[config.mk]
export PLATFORM = sky130hd
export DESIGN_NAME = mont_mul_feeder
export DESIGN_NICKNAME = d
export VERILOG_FILES = /design/src/rtl/mont_mul_feeder.sv
export SDC_FILE = /design/constraint.sdc
export NUM_CORES = 2
export LEC_CHECK = 0
export ABC_CLOCK_PERIOD_IN_PS = 7900
export CORE_UTILIZATION = 40
export CTS_CLUSTER_SIZE = 24
export DETAILED_ROUTE_END_ITERATION = 7
export HOLD_SLACK_MARGIN = 0.1
export PLACE_DENSITY_LB_ADDON = 0.15
export SETUP_SLACK_MARGIN = 0.05
export SYNTH_ARGS = -nofsm -noshare
export SYNTH_HDL_FRONTEND = slang
export SYNTH_SLANG_ARGS = --single-unit
export TNS_END_PERCENT = 5
[constraint.sdc]
create_clock -name clk_i -period 7.9 [get_ports clk_i]
set_input_delay 1.58 -clock clk_i [delete_from_list [all_inputs] [get_ports clk_i]]
set_output_delay 1.58 -clock clk_i [all_outputs]
set_load 0.02 [all_outputs]
[src/rtl/mont_mul_feeder.sv]
// Front end of a Montgomery multiplier: forms the full a*b product with a
// shift-and-add loop and hands the low word plus modulus side-band to the reducer.
module mont_mul_feeder #(
   parameter int DATA_LENGTH = 64
) (
   input  logic                   clk_i,
   input  logic                   rst_i,
   input  logic                   in_valid_i,
   output logic                   in_ready_o,
   input  logic [DATA_LENGTH-1:0] a_i,
   input  logic [DATA_LENGTH-1:0] b_i,
   input  logic [DATA_LENGTH-1:0] m_i,
   input  logic [DATA_LENGTH-1:0] m_bl_i,
   input  logic [DATA_LENGTH-1:0] minv_i,
   output logic                   out_valid_o,
   input  logic                   out_ready_i,
   output logic [DATA_LENGTH-1:0] x_o,
   output logic [DATA_LENGTH-1:0] m_o,
   output logic [DATA_LENGTH-1:0] m_bl_o,
   output logic [DATA_LENGTH-1:0] minv_o,
   output logic                   start_o,
   output logic                   ovf_o
);

   localparam int W     = DATA_LENGTH;
   localparam int CNT_W = (W > 1) ? $clog2(W) : 1;

   typedef enum logic [1:0] {IDLE, MUL, HOLD} state_t;

   state_t             state, state_next;
   logic [W-1:0]       a_reg, b_reg, m_reg, m_bl_reg, minv_reg;
   logic [2*W-1:0]     acc, acc_next, a_ext;
   logic [CNT_W-1:0]   cnt;
   logic               last_bit;

   // Accumulator is twice the operand width, so no partial sum can wrap.
   assign a_ext    = {{W{1'b0}}, a_reg};
   assign acc_next = b_reg[cnt] ? (acc + (a_ext << cnt)) : acc;
   assign last_bit = (cnt == CNT_W'(W - 1));

   assign in_ready_o  = (state == IDLE);
   assign out_valid_o = (state == HOLD);
   assign start_o     = out_valid_o & out_ready_i;

   always_ff @(posedge clk_i) begin
      if (rst_i) state <= IDLE;
      else       state <= state_next;
   end

   always_comb begin
      state_next = state;
      case (state)
         IDLE:    if (in_valid_i)  state_next = MUL;
         MUL:     if (last_bit)    state_next = HOLD;
         HOLD:    if (out_ready_i) state_next = IDLE;
         default:                  state_next = IDLE;
      endcase
   end

   always_ff @(posedge clk_i) begin
      if (rst_i) begin
         a_reg    <= '0;
         b_reg    <= '0;
         m_reg    <= '0;
         m_bl_reg <= '0;
         minv_reg <= '0;
         acc      <= '0;
         cnt      <= '0;
         x_o      <= '0;
         m_o      <= '0;
         m_bl_o   <= '0;
         minv_o   <= '0;
         ovf_o    <= 1'b0;
      end else begin
         case (state)
            IDLE: begin
               if (in_valid_i) begin
                  a_reg    <= a_i;
                  b_reg    <= b_i;
                  m_reg    <= m_i;
                  m_bl_reg <= m_bl_i;
                  minv_reg <= minv_i;
                  acc      <= '0;
                  cnt      <= '0;
               end
            end
            MUL: begin
               acc <= acc_next;
               cnt <= cnt + 1'b1;
               // Output registers load only on entry to HOLD so they keep the
               // previous result visible while the next product is built.
               if (last_bit) begin
                  x_o    <= acc_next[W-1:0];
                  ovf_o  <= |acc_next[2*W-1:W];
                  m_o    <= m_reg;
                  m_bl_o <= m_bl_reg;
                  minv_o <= minv_reg;
               end
            end
            HOLD: begin
               if (out_ready_i) ovf_o <= 1'b0;
            end
            default: ;
         endcase
      end
   end

endmodule

==> out/results.tsv <==
metric	value	unit
DR WL/cell	22.6	um
vias in the first global route	38381	
multi-input logic area	24100	um2
worst-skew pair later-pin latency	0.68	ns
Max-cap violations	0	
Placed Instance Area	46600	um2
Synth Area per Inst	7.38	um2
Startpoint Class	flop	
Reg clk slew, reported paths	0.06	ns
# clock sinks	713	
count of different cell masters after synthesis	80	
layout cell share with drive strength beyond 1	6.56	%
register cell area after layout	14300	um2
CP Capture Type	flop	
root buf cell	clkbuf_16	
total grt overflow	0	
top post-synthesis cells by area	dfxtp_1, nand2_1, a21oi_1, nor2_1, ha_1	
Hold Path Class	reg -> reg	
grt met3 use	6.07	%
Pins Over Slew Limit	0	
CTS tree	yes	
min Tclk post-route	7.72	ns
grt met2 use	50.5	%
LEAKAGE	17.1	nW
Area Growth Syn to Fin	23.9	%
H-tree depth	3	
max reg flops	128	
worst path arrival time	8.28	ns
largest net degree at the start of global routing	182	
RePlAce Congestion	1.04	
initial drt markers	3712	
RSZ-0062 raised after global routing	no	
post-synthesis sequential area ratio	35.7	%
GR Util All Layers	30.4	%
via count	40707	
Setup TNS	0	ns
Final ANT Viol Nets	0	
Largest Register	acc	
# hold bufs at CTS	0	
Worst Skew	0.0404	ns
final WL	161000	um
P per Cell Area	178	nW/um2
core box area	98700	um2
Finished Layout Cells	7111	
Tcrit/Tclk final	97.7	%
Post-synth EDFFs	0	
design area	49500	um2
area leader, netlist	dfxtp_1	
TritonCTS Buffers	82	
placed instance count	6956	
reg-to-reg slack, setup	0.18	ns
Hold Vio Cnt, Final	0	
Synth Warn #	0	
PortBufs	583	
Syn Std Cell Area	40000	um2
Slew HR	5.39	%
outcome	finished clean	
chip width	318	um
first-pass GRT wire length	240000	um
share of the synthesized area in the top cell type	35.7	%
Post-Syn Nets	5872	
1st-pass router iterations	8	
area of the die	101000	um2
Worst IR Drop VDD	0.000160	V
CTS Buffer Depth	3	
row cnt	115	
met1 Use GR	38.0	%
ys async rst share	0	%
Final nets	6207	
Max Clock Freq	130	MHz
final setup violation count	0	
Setup Crit Path Kind	reg -> reg	
I/O pins	584	
Yosys reg bits	713	
initial core utilization	40.5	%
Fillers	9932	
worst slew pin tran	1.40	ns
Post-Syn Instances	5419	
Max FO, Critical Path	21	
global route hottest layer	met2	
Die Height	318	um
Worst EP required	8.46	ns
# DRC	0	
total power	8.84	mW
Synth Flop Type	dfxtp_1	
Vias/cell	5.72	
initial antenna violation count	9	
Detail Placement HPWL	120000	um
-- cell usage after synthesis (60+ instances only) --
| master | number |
|---|---|
| nor3_1 | 93 |
| o21ai_0 | 209 |
| nand4_1 | 78 |
| a22oi_1 | 104 |
| clkbuf_1 | 366 |
| nand2_1 | 1336 |
| nor2_1 | 585 |
| mux4_2 | 69 |
| ha_1 | 128 |
| xnor2_1 | 71 |
| mux2_2 | 60 |
| a21oi_1 | 861 |
| mux2i_1 | 130 |
| dfxtp_1 | 713 |
-- power breakdown --
| part | internal (mW) | switching, mW |
|---|---|---|
| registers | 3.71 | 0.0881 |
| clock network | 2.32 | 1.65 |
| logic | 0.425 | 0.646 |
-- path summary, 6_finish.rpt --
path	startpoint	end	cells after the start
setup / recovery	cnt[0]	ovf_o	22
hold / removal	m_reg[7]	m_o[7]	2
setup reg to reg	cnt[0]	ovf_o	22
hold reg to reg	m_reg[7]	m_o[7]	2
-- critical path: stages, from the launching register on --
cell and delay, ns:
dfxtp_4 0.61, buf_4 0.41, mux4_2 0.56, mux2i_1 0.32, mux2_2 0.25, nor2_1 0.04
nor2_1 0.27, o22ai_1 0.22, ha_1 0.51, nand4_1 0.37, nor4_2 0.57, a211oi_1 0.15
a211o_1 0.40, a22oi_1 0.17, o21ai_0 0.29, o31ai_1 0.66, xor2_1 0.19, o21a_1 0.22
a221oi_1 0.42, nand4b_1 0.26, nor4b_2 0.33, nor4b_2 0.26, a31oi_1 0.12
-- metal layers --
layer  vias up  wire length, um  share of wire [%]
met4        10             7740                4.8
li1      19527                -                  -
met3       324            11400                7.1
met5         -               57              0.035
met1     19305            66200                 41
met2      1541            75200                 47
-- repair_timing --
item                       4_1_cts  5_1_grt
gates resized for setup          0        7
buffers inserted                 0        1
setup endpoints to repair        0        1
-- metrics by stage --
stage / util (%) / setup slack, ns / hold slack [ns]
after floorplan: - / 1.21 / 0.432
after global placement: 47.2 / 0.127 / 0.436
after detailed placement: 47.2 / 0.246 / 0.441
after CTS: 50.1 / 0.198 / 0.447
after global routing: 50.2 / 0.0656 / 0.463
final: 50.2 / 0.180 / 0.446
-- placed cells by master (no fill, tap or decap), types with 42 or more instances in the layout --
cell / synthesis / final
a21oi_1: 861 / 858
a22oi_1: 104 / 104
buf_4: 0 / 65
clkbuf_16: 0 / 83
clkdlybuf4s50_1: 0 / 582
dfxtp_1: 713 / 707
ha_1: 128 / 128
mux2_2: 60 / 60
mux2i_1: 130 / 130
mux4_2: 69 / 69
nand2_1: 1336 / 1334
nand3_1: 42 / 42
nand4_1: 78 / 78
nor2_1: 585 / 582
nor3_1: 93 / 93
o21ai_0: 209 / 209
xnor2_1: 71 / 71
xor2_1: 42 / 42
-- final cells by class --
class | instances | share of cell area (%)
antenna | 5 | 0.0253
clock buffer | 121 | 4.97
clock inverter | 28 | 0.780
inverter | 35 | 0.265
multi-input combinational | 4265 | 48.7
sequential | 713 | 28.9
tap | 1287 | 3.25
timing repair buffer | 657 | 13.1
-- logic make-up (layout without fill, tap and decap cells) --
| kind of cell | after synthesis | after routing | share of synthesized area [%] |
|---|---|---|---|
| buf+inv | 441 | 841 | 4.19 |
| other cells | 0 | 5 | 0 |
| xor+xnor | 113 | 113 | 2.47 |
| flops | 713 | 713 | 35.7 |
| simple gates | 2310 | 2310 | 24.0 |
| fa+ha+maj | 129 | 129 | 4.05 |
| mux | 259 | 259 | 8.83 |
| compound gates | 1454 | 1454 | 20.8 |
Note: power is estimated with default switching activity, not from simulation.
